File: config.mk
export PLATFORM = sky130hd
export DESIGN_NAME = svc_soc_sim_lifecycle_flat
export DESIGN_NICKNAME = d
export VERILOG_FILES = /design/src/rtl/svc_soc_sim_lifecycle_pkg.sv /design/src/rtl/svc_soc_sim_lifecycle_if.sv /design/src/rtl/svc_soc_sim_lifecycle_wdt.sv /design/src/rtl/svc_soc_sim_lifecycle.sv /design/src/flat_wrapper.sv
export SDC_FILE = /design/constraint.sdc
export NUM_CORES = 1
export LEC_CHECK = 0
export ABC_AREA = 1
export CAP_MARGIN = 20
export CELL_PAD_IN_SITES_DETAIL_PLACEMENT = 0
export CELL_PAD_IN_SITES_GLOBAL_PLACEMENT = 1
export CORE_MARGIN = 2
export CORE_UTILIZATION = 45
export DETAILED_ROUTE_END_ITERATION = 8
export PLACE_DENSITY_LB_ADDON = 0.1
export SLEW_MARGIN = 20
export SYNTH_ARGS = -nofsm -noshare
export SYNTH_HDL_FRONTEND = slang
export SYNTH_SLANG_ARGS = --single-unit
File: constraint.sdc
create_clock -name clk -period 4.9 [get_ports clk]
set_input_delay 0.98 -clock clk [delete_from_list [all_inputs] [get_ports clk]]
set_output_delay 0.98 -clock clk [all_outputs]
set_load 0.1 [all_outputs]
File: src/rtl/svc_soc_sim_lifecycle_pkg.sv
`default_nettype none
// ============================================================================
//  Module   : svc_soc_sim_pkg
//  Purpose  : Shared types and helpers for the simulation lifecycle controller.
//             Provides the FSM state encoding and the encodings of the two
//             non-channel halt reasons (watchdog and cycle limit), which sit
//             directly above the halt_req channel indices.
//  Revision : 1.0  initial release
// ============================================================================
package svc_soc_sim_pkg;

    // Lifecycle states: RUN until a halt event, optional DRAIN, then DONE.
    typedef enum logic [1:0] {
        SIM_RUN   = 2'd0,
        SIM_DRAIN = 2'd1,
        SIM_DONE  = 2'd2
    } state_t;

    // Reason code reported for a watchdog timeout.
    function automatic int reason_wdt(input int num_halt);
        return num_halt;
    endfunction

    // Reason code reported when the absolute cycle limit is hit.
    function automatic int reason_max(input int num_halt);
        return num_halt + 1;
    endfunction

endpackage : svc_soc_sim_pkg
`default_nettype wire

File: src/rtl/svc_soc_sim_lifecycle_if.sv
`default_nettype none
// ============================================================================
//  Module   : svc_soc_sim_lifecycle_if
//  Purpose  : Request/status bundle between the SoC (CPU, IO-reg bank, bench)
//             and the lifecycle controller.
//  Signals  : halt_req[NUM_HALT], kick, io_idle        master -> slave
//             running, draining, done, reason_valid,
//             reason[RW], cycle_count[CNT_W]           slave  -> master
//  Modports : master (SoC / bench side), slave (controller side)
//  Revision : 1.0  initial release
// ============================================================================
interface svc_soc_sim_lifecycle_if #(
    parameter int NUM_HALT = 2,
    parameter int CNT_W    = 32
);
    localparam int RW = $clog2(NUM_HALT + 2);

    logic [NUM_HALT-1:0] halt_req;
    logic                kick;
    logic                io_idle;
    logic                running;
    logic                draining;
    logic                done;
    logic                reason_valid;
    logic [RW-1:0]       reason;
    logic [CNT_W-1:0]    cycle_count;

    modport master (
        output halt_req, kick, io_idle,
        input  running, draining, done, reason_valid, reason, cycle_count
    );

    modport slave (
        input  halt_req, kick, io_idle,
        output running, draining, done, reason_valid, reason, cycle_count
    );

endinterface : svc_soc_sim_lifecycle_if
`default_nettype wire

File: src/rtl/svc_soc_sim_lifecycle_wdt.sv
`default_nettype none
// ============================================================================
//  Module   : svc_soc_sim_wdt
//  Purpose  : Activity watchdog. Counts consecutive RUN cycles without a kick
//             and raises a one-cycle timeout strobe on the cycle where the
//             idle count reaches WATCHDOG_CYCLES-1 and no kick is present.
//             WATCHDOG_CYCLES == 0 removes the counter and ties the strobe low.
//  Ports    : clk, rst         clock, synchronous active-high reset
//             i_run            controller is in RUN (counter only advances here)
//             i_kick           activity pulse, clears the idle count
//             o_timeout        timeout strobe (combinational, consumed by FSM)
//  Revision : 1.0  initial release
// ============================================================================
module svc_soc_sim_wdt #(
    parameter int CNT_W           = 32,
    parameter int WATCHDOG_CYCLES = 100000
) (
    input  wire logic clk,
    input  wire logic rst,
    input  wire logic i_run,
    input  wire logic i_kick,
    output logic      o_timeout
);

    generate
        if (WATCHDOG_CYCLES != 0) begin : g_wdt_on
            localparam logic [CNT_W-1:0] c_idle_last = CNT_W'(WATCHDOG_CYCLES - 1);

            logic [CNT_W-1:0] r_idle_cnt;

            always_ff @(posedge clk) begin
                if (rst) begin
                    r_idle_cnt <= '0;
                end else if (i_run) begin
                    if (i_kick) begin
                        r_idle_cnt <= '0;
                    end else if (r_idle_cnt != '1) begin
                        r_idle_cnt <= r_idle_cnt + 1'b1;
                    end
                end
            end

            // A kick on the would-be expiry cycle wins over the timeout.
            assign o_timeout = i_run && !i_kick && (r_idle_cnt == c_idle_last);
        end else begin : g_wdt_off
            logic w_unused;
            assign w_unused  = &{1'b0, clk, rst, i_run, i_kick};
            assign o_timeout = 1'b0;
        end
    endgenerate

endmodule : svc_soc_sim_wdt
`default_nettype wire

File: src/rtl/svc_soc_sim_lifecycle.sv
`default_nettype none
// ============================================================================
//  Module   : svc_soc_sim_lifecycle
//  Purpose  : Run/termination controller for SoC simulation and on-target
//             self-test. Watches NUM_HALT halt-request channels, an activity
//             watchdog and an absolute cycle limit; on the first event it
//             latches a reason code, optionally drains for DRAIN_CYCLES so
//             peripherals can flush, and then parks in a sticky DONE.
//  Ports    : clk, rst         clock, synchronous active-high reset
//             bus (slave)      halt_req/kick/io_idle in;
//                              running/draining/done/reason_valid/reason/
//                              cycle_count out (all registered)
//  Config   : SVC_SOC_SIM_LIFECYCLE_IDLE_WAIT_EN
//             defined  : leaving DRAIN also requires io_idle; the drain count
//                        holds at its last value while waiting, and DRAIN is
//                        entered even when DRAIN_CYCLES == 0.
//             undefined: io_idle is ignored.
//  Reasons  : 0..NUM_HALT-1 channel, NUM_HALT watchdog, NUM_HALT+1 cycle limit
//  Revision : 1.0  initial release
// ============================================================================
module svc_soc_sim_lifecycle
    import svc_soc_sim_pkg::*;
#(
    parameter int NUM_HALT        = 2,
    parameter int CNT_W           = 32,
    parameter int WATCHDOG_CYCLES = 100000,
    parameter int MAX_CYCLES      = 0,
    parameter int DRAIN_CYCLES    = 16
) (
    input  wire logic                clk,
    input  wire logic                rst,
    svc_soc_sim_lifecycle_if.slave   bus
);

    localparam int RW = $clog2(NUM_HALT + 2);

    localparam logic [RW-1:0]    c_reason_wdt = RW'(reason_wdt(NUM_HALT));
    localparam logic [RW-1:0]    c_reason_max = RW'(reason_max(NUM_HALT));
    localparam logic [CNT_W-1:0] c_max_last   = CNT_W'(MAX_CYCLES - 1);
    localparam logic [CNT_W-1:0] c_drain_last = CNT_W'(DRAIN_CYCLES - 1);
    localparam logic             c_max_en     = (MAX_CYCLES != 0);
    localparam logic             c_drain_zero = (DRAIN_CYCLES == 0);

`ifdef SVC_SOC_SIM_LIFECYCLE_IDLE_WAIT_EN
    // DRAIN is always visited so the io_idle handshake is honoured.
    localparam logic             c_use_drain  = 1'b1;
`else
    localparam logic             c_use_drain  = !c_drain_zero;
`endif

    state_t           r_state;
    logic [CNT_W-1:0] r_cycle_count;
    logic [CNT_W-1:0] r_drain_cnt;
    logic [RW-1:0]    r_reason;
    logic             r_reason_valid;
    logic             r_running;
    logic             r_draining;
    logic             r_done;

    logic             w_in_run;
    logic             w_wdt_timeout;
    logic             w_max_hit;
    logic             w_halt_any;
    logic [RW-1:0]    w_halt_idx;
    logic             w_event;
    logic [RW-1:0]    w_event_reason;
    logic             w_drain_last;
    logic             w_drain_exit;
    logic             w_drain_adv;

    assign w_in_run = (r_state == SIM_RUN);

    svc_soc_sim_wdt #(
        .CNT_W           (CNT_W),
        .WATCHDOG_CYCLES (WATCHDOG_CYCLES)
    ) u_wdt (
        .clk       (clk),
        .rst       (rst),
        .i_run     (w_in_run),
        .i_kick    (bus.kick),
        .o_timeout (w_wdt_timeout)
    );

    // Priority: lowest halt channel, then watchdog, then cycle limit.
    always_comb begin
        w_halt_idx = '0;
        for (int i = NUM_HALT - 1; i >= 0; i--) begin
            if (bus.halt_req[i]) begin
                w_halt_idx = RW'(i);
            end
        end
    end

    assign w_halt_any = |bus.halt_req;
    assign w_max_hit  = c_max_en && (r_cycle_count == c_max_last);
    assign w_event    = w_halt_any || w_wdt_timeout || w_max_hit;

    always_comb begin
        w_event_reason = c_reason_max;
        if (w_halt_any) begin
            w_event_reason = w_halt_idx;
        end else if (w_wdt_timeout) begin
            w_event_reason = c_reason_wdt;
        end
    end

    assign w_drain_last = c_drain_zero || (r_drain_cnt == c_drain_last);

`ifdef SVC_SOC_SIM_LIFECYCLE_IDLE_WAIT_EN
    // The drain count holds at its last value while peripherals are busy.
    assign w_drain_exit = w_drain_last && bus.io_idle;
    assign w_drain_adv  = !w_drain_last;
`else
    logic w_unused_io_idle;
    assign w_unused_io_idle = bus.io_idle;
    assign w_drain_exit     = w_drain_last;
    assign w_drain_adv      = 1'b1;
`endif

    // Lifecycle FSM with registered status outputs.
    always_ff @(posedge clk) begin
        if (rst) begin
            r_state        <= SIM_RUN;
            r_cycle_count  <= '0;
            r_drain_cnt    <= '0;
            r_reason       <= '0;
            r_reason_valid <= 1'b0;
            r_running      <= 1'b1;
            r_draining     <= 1'b0;
            r_done         <= 1'b0;
        end else begin
            case (r_state)
                SIM_RUN: begin
                    // The halt cycle itself still counts as a RUN cycle.
                    if (r_cycle_count != '1) begin
                        r_cycle_count <= r_cycle_count + 1'b1;
                    end
                    if (w_event) begin
                        r_reason       <= w_event_reason;
                        r_reason_valid <= 1'b1;
                        r_running      <= 1'b0;
                        r_drain_cnt    <= '0;
                        if (c_use_drain) begin
                            r_state    <= SIM_DRAIN;
                            r_draining <= 1'b1;
                        end else begin
                            r_state    <= SIM_DONE;
                            r_done     <= 1'b1;
                        end
                    end
                end
                SIM_DRAIN: begin
                    if (w_drain_exit) begin
                        r_state    <= SIM_DONE;
                        r_draining <= 1'b0;
                        r_done     <= 1'b1;
                    end else if (w_drain_adv) begin
                        r_drain_cnt <= r_drain_cnt + 1'b1;
                    end
                end
                SIM_DONE: begin
                    // Terminal until reset.
                end
                default: begin
                    r_state    <= SIM_DONE;
                    r_running  <= 1'b0;
                    r_draining <= 1'b0;
                    r_done     <= 1'b1;
                end
            endcase
        end
    end

    assign bus.running      = r_running;
    assign bus.draining     = r_draining;
    assign bus.done         = r_done;
    assign bus.reason_valid = r_reason_valid;
    assign bus.reason       = r_reason;
    assign bus.cycle_count  = r_cycle_count;

endmodule : svc_soc_sim_lifecycle
`default_nettype wire

File: src/flat_wrapper.sv
// flat-port wrapper written by rule: the top's interface ports become plain ports
module svc_soc_sim_lifecycle_flat import svc_soc_sim_pkg::*;
#(
    parameter int NUM_HALT        = 2,
    parameter int CNT_W           = 32,
    parameter int WATCHDOG_CYCLES = 100000,
    parameter int MAX_CYCLES      = 0,
    parameter int DRAIN_CYCLES    = 16
)
  (clk, rst, bus_halt_req, bus_kick, bus_io_idle, bus_running, bus_draining, bus_done, bus_reason_valid, bus_reason, bus_cycle_count);
  svc_soc_sim_lifecycle_if #(.NUM_HALT(NUM_HALT), .CNT_W(CNT_W)) bus_i ();
  input  wire logic clk;
  input  wire logic rst;
  input wire logic [$bits(bus_i.halt_req)-1:0] bus_halt_req;
  input wire logic [$bits(bus_i.kick)-1:0] bus_kick;
  input wire logic [$bits(bus_i.io_idle)-1:0] bus_io_idle;
  output wire logic [$bits(bus_i.running)-1:0] bus_running;
  output wire logic [$bits(bus_i.draining)-1:0] bus_draining;
  output wire logic [$bits(bus_i.done)-1:0] bus_done;
  output wire logic [$bits(bus_i.reason_valid)-1:0] bus_reason_valid;
  output wire logic [$bits(bus_i.reason)-1:0] bus_reason;
  output wire logic [$bits(bus_i.cycle_count)-1:0] bus_cycle_count;
  assign bus_i.halt_req = bus_halt_req;
  assign bus_i.kick = bus_kick;
  assign bus_i.io_idle = bus_io_idle;
  assign bus_running = bus_i.running;
  assign bus_draining = bus_i.draining;
  assign bus_done = bus_i.done;
  assign bus_reason_valid = bus_i.reason_valid;
  assign bus_reason = bus_i.reason;
  assign bus_cycle_count = bus_i.cycle_count;
  svc_soc_sim_lifecycle #(.NUM_HALT(NUM_HALT), .CNT_W(CNT_W), .WATCHDOG_CYCLES(WATCHDOG_CYCLES), .MAX_CYCLES(MAX_CYCLES), .DRAIN_CYCLES(DRAIN_CYCLES)) u_core (.clk(clk), .rst(rst), .bus(bus_i));
endmodule
==> key figures <==
CTS
  • H-Tree Depth: 3
  • Clock transition at path regs: about 0.07 ns
  • Root Driver: clkbuf_16
  • CTS tree: built
  • Sink Count: a little over 100
  • Clk_lat worst skew: ~0.35 ns
  • Clk buf depth: 2
  • CTS Hold Bufs: 0
  • Post-CTS Resized: 0
  • Total CTS buffers: 9
  • Post-CTS setup buffer count: 0

Setup path
  • Data arrival, critical path: roughly 3.3 ns
  • Nature of the critical path endpoint: flop
  • CP Max Fanout: 36
  • FF-to-FF End: u_core.r_drain_cnt[1]$_SDFFE_PP0P_
  • Startpoint class of the critical path: primary input
  • R2r startpoint: u_core.r_state[0]$_SDFFE_PP0P_
  • R2r setup slk: between 2 and 2.5 ns
  • Worst path max stage delay: between 0.5 and 0.6 ns
  • Crit path kind: primary input to flop
  • R2r worst-path depth: 13
  • Worst Path Required: 5.19 ns
  • Most frequent CP cell: nor2_1
  • Crit-path slowest cell: clkdlybuf4s50_1
  • CP cell instances: clkdlybuf4s50_1, nor2_1, nand3_1, nor2_1, nand3_1, nand3_2, buf_4, nand2_4, inv_1, nor2_1, nor2_1

Timing
  • Final Hold Fails: 0
  • # setup viols final: 0
  • Final min period: about 3.0 ns
  • Worst Tran Pin Value: approximately 1.0 ns
  • Slew Limit Headroom: 0.316
  • RSZ-0062 raised after global routing: no
  • Period utilization: 0.610
  • Setup TNS: 0 ns
  • Clk_skew: roughly 0.0070 ns
  • Max Slew Vio Count: 0
  • Fmax: roughly 0.33 GHz

Hold path
  • HP Start: u_core.bus.reason[1]$_SDFFE_PP0P_
  • Worst min-delay path class: flop to flop
  • WHS Path Cells: 2
  • Worst Hold Path EP: u_core.bus.reason[1]$_SDFFE_PP0P_

Synth
  • Mapped Nets: 1180
  • EDFF count, synth: 0
  • Post-Syn Instances: 1168
  • Yosys warns: 0
  • Primary FF master, synth: dfxtp_1
  • Synth Register Bits: 103
  • Synthesized cell area: between 6000 and 7000 um^2
  • Avg Cell Area, Syn: between 5 and 6 um^2
  • Asr flop ratio synth: 0
  • Seq/Total Area, Yosys: 0.305
  • Synth unique cells: 31

Global routing
  • GR Layer Usage met3: 0.0270
  • First-pass GRT wire length: about 31000 um
  • M2 GR Usage: 0.393
  • Gr usage total: 0.241
  • Global-route track usage on met1: 0.340
  • Vias in the first global route: approximately 6.2k
  • Antenna violations before repair: 0
  • Busiest grt layer: met2
  • GRT overflow: 0
  • Largest net degree at the start of global routing: 39

Layout
  • Nets: roughly 1.2k
  • Sequential cell area: roughly 2100 um^2
  • Commonest non-fill, non-tap cell in the layout: nand2_1
  • Highest-count cells in the layout ignoring fill and taps: nand2_1 (392), nor2_1 (260), dfxtp_1 (103)
  • Share of post-route cells with drive strength above 1: 0.0376
  • Area Overhead vs Synth: 11.3%
  • Area occupied by multi-input gates: ~4000 um^2
  • Antenna fix cells: 0
  • FILL cells: ~1.6k

Placement
  • DP Wirelength: 13800 um
  • Gpl congestion: between 0.8 and 0.9
  • Port Buffers: 42

Pwr
  • Gate power share: 0.393
  • P per Cell Area: between 300 and 400 nW/um^2
  • Clk pwr share: 0.254
  • Peak supply drop: roughly 0.3 mV
  • Leak pwr: 2.65 nW
  • Pwr Total: 2.75 mW
  • Psw: approximately 1.3 mW
  • Internal power: 1.50 mW
  • Power share of the sequential group: 0.352
  • Switching part of the total power: 0.455

Die
  • Die area: approximately 16000 um^2
  • Starting Density: 0.463
  • Die height: 127 um
  • # IOs: 44
  • Core ar.: 14600 um^2
  • Row count: between 40 and 50
  • Die Wd: between 100 and 150 um

Run
  • Max cap viols: 0

Route
  • Vias per inst: 5.06
  • Detailed-route DRC error count: 0
  • Number of DRC markers in iteration 0: 425
  • Detailed-router iteration count before antenna repair: 5
  • Total routed wirelength: around 19000 um
  • Post-DRT Antenna Nets: 0
  • Vias: ~7k
  • Drt wl/cell: roughly 14 um

Status
  • Status: completed
-- synthesized netlist by cell type (4+ instances only) --
| cell type | number | area [um^2] |
|---|---|---|
| a21oi_1 | 67 | 335 |
| a21oi_2 | 7 | 61.3 |
| buf_2 | 7 | 35.0 |
| buf_6 | 6 | 67.6 |
| clkbuf_1 | 17 | 63.8 |
| dfxtp_1 | 103 | 2060 |
| ha_1 | 6 | 75.1 |
| inv_1 | 102 | 383 |
| nand2_1 | 392 | 1470 |
| nand2_2 | 4 | 25.0 |
| nand3_1 | 89 | 445 |
| nand3b_1 | 5 | 37.5 |
| nand4_1 | 7 | 43.8 |
| nor2_1 | 260 | 976 |
| nor3_1 | 15 | 75.1 |
| nor3b_1 | 5 | 37.5 |
| o21ai_0 | 16 | 80.1 |
| o21bai_1 | 6 | 45.0 |
| xnor2_1 | 7 | 61.3 |
| xor2_1 | 24 | 210 |
-- power groups by stage --
stage	Sequential, mW	Combinational, mW	Clock [mW]
after floorplan	1.16	0.719	0
after global placement	0.988	1.08	0
after detailed placement	0.988	1.09	0
after CTS	0.969	1.09	0.719
after global routing	0.981	1.19	0.752
final	0.969	1.08	0.699
-- metal layers --
layer,vias up,wire [um]
met5,-,0
met4,0,255
met3,18,735
met2,132,8620
met1,3149,9400
li1,3683,-
-- logic make-up after synthesis --
logic type / share of synthesized area
adders and majority gates: 0.0111
and+or+nand+nor: 0.478
buffers and inverters: 0.0863
AOI/OAI and AO/OA: 0.0794
xor gates and xnor gates: 0.0402
DFF: 0.305
-- stage by stage --
stage | std cells | worst slack (ns) | hold slack (ns) | utilization | instance area, um^2
final | 1381 | 1.91 | 0.448 | 0.516 | 7520
after global routing | 1381 | 1.72 | 0.500 | 0.516 | 7520
after CTS | 1381 | 1.92 | 0.451 | 0.516 | 7520
after detailed placement | 1365 | 1.53 | 0.441 | 0.497 | 7240
after global placement | 1365 | 1.52 | 0.436 | 0.497 | 7240
after floorplan | 1168 | 2.41 | 0.456 | - | 6760
-- flip-flops by register name, summed over array words and instances (netlist names) --
signal                            cells
u_core.bus.reason                     2
u_core.bus.cycle_count               32
u_core.bus.running                    1
u_core.r_state                        2
u_core.u_wdt.g_wdt_on.r_idle_cnt     32
u_core.bus.done                       1
u_core.r_drain_cnt                   32
u_core.bus.reason_valid               1
-- cell type report --
cell class	count	share of cell area
inverters	105	0.0524
clock inverters	3	0.00233
flip-flops and latches	103	0.274
clock buffers	13	0.0346
well taps	184	0.0306
multi-input cells	927	0.547
repair buffers	46	0.0592
-- worst max-delay path by stage --
stage,from,to,slack (ns),cells after the start
2_1_floorplan,u_core.r_state[0]$_SDFFE_PP0P_,u_core.r_drain_cnt[22]$_SDFFE_PP0P_,2.41,13
3_3_place_gp,bus_kick,u_core.r_drain_cnt[1]$_SDFFE_PP0P_,1.52,11
3_5_place_dp,bus_kick,u_core.r_drain_cnt[2]$_SDFFE_PP0P_,1.53,11
4_1_cts,bus_kick,u_core.r_drain_cnt[2]$_SDFFE_PP0P_,1.92,11
5_1_grt,bus_kick,u_core.r_drain_cnt[25]$_SDFFE_PP0P_,1.72,11
6_report,bus_kick,u_core.r_drain_cnt[1]$_SDFFE_PP0P_,1.91,11
-- worst max-delay path: cells and delay by family --
| kind | cells | cell delay, ns |
|---|---|---|
| buffers and inverters | 3 | 1.18 |
| and+or+nand+nor | 8 | 1.09 |
Power figures use the tool's default switching activity.
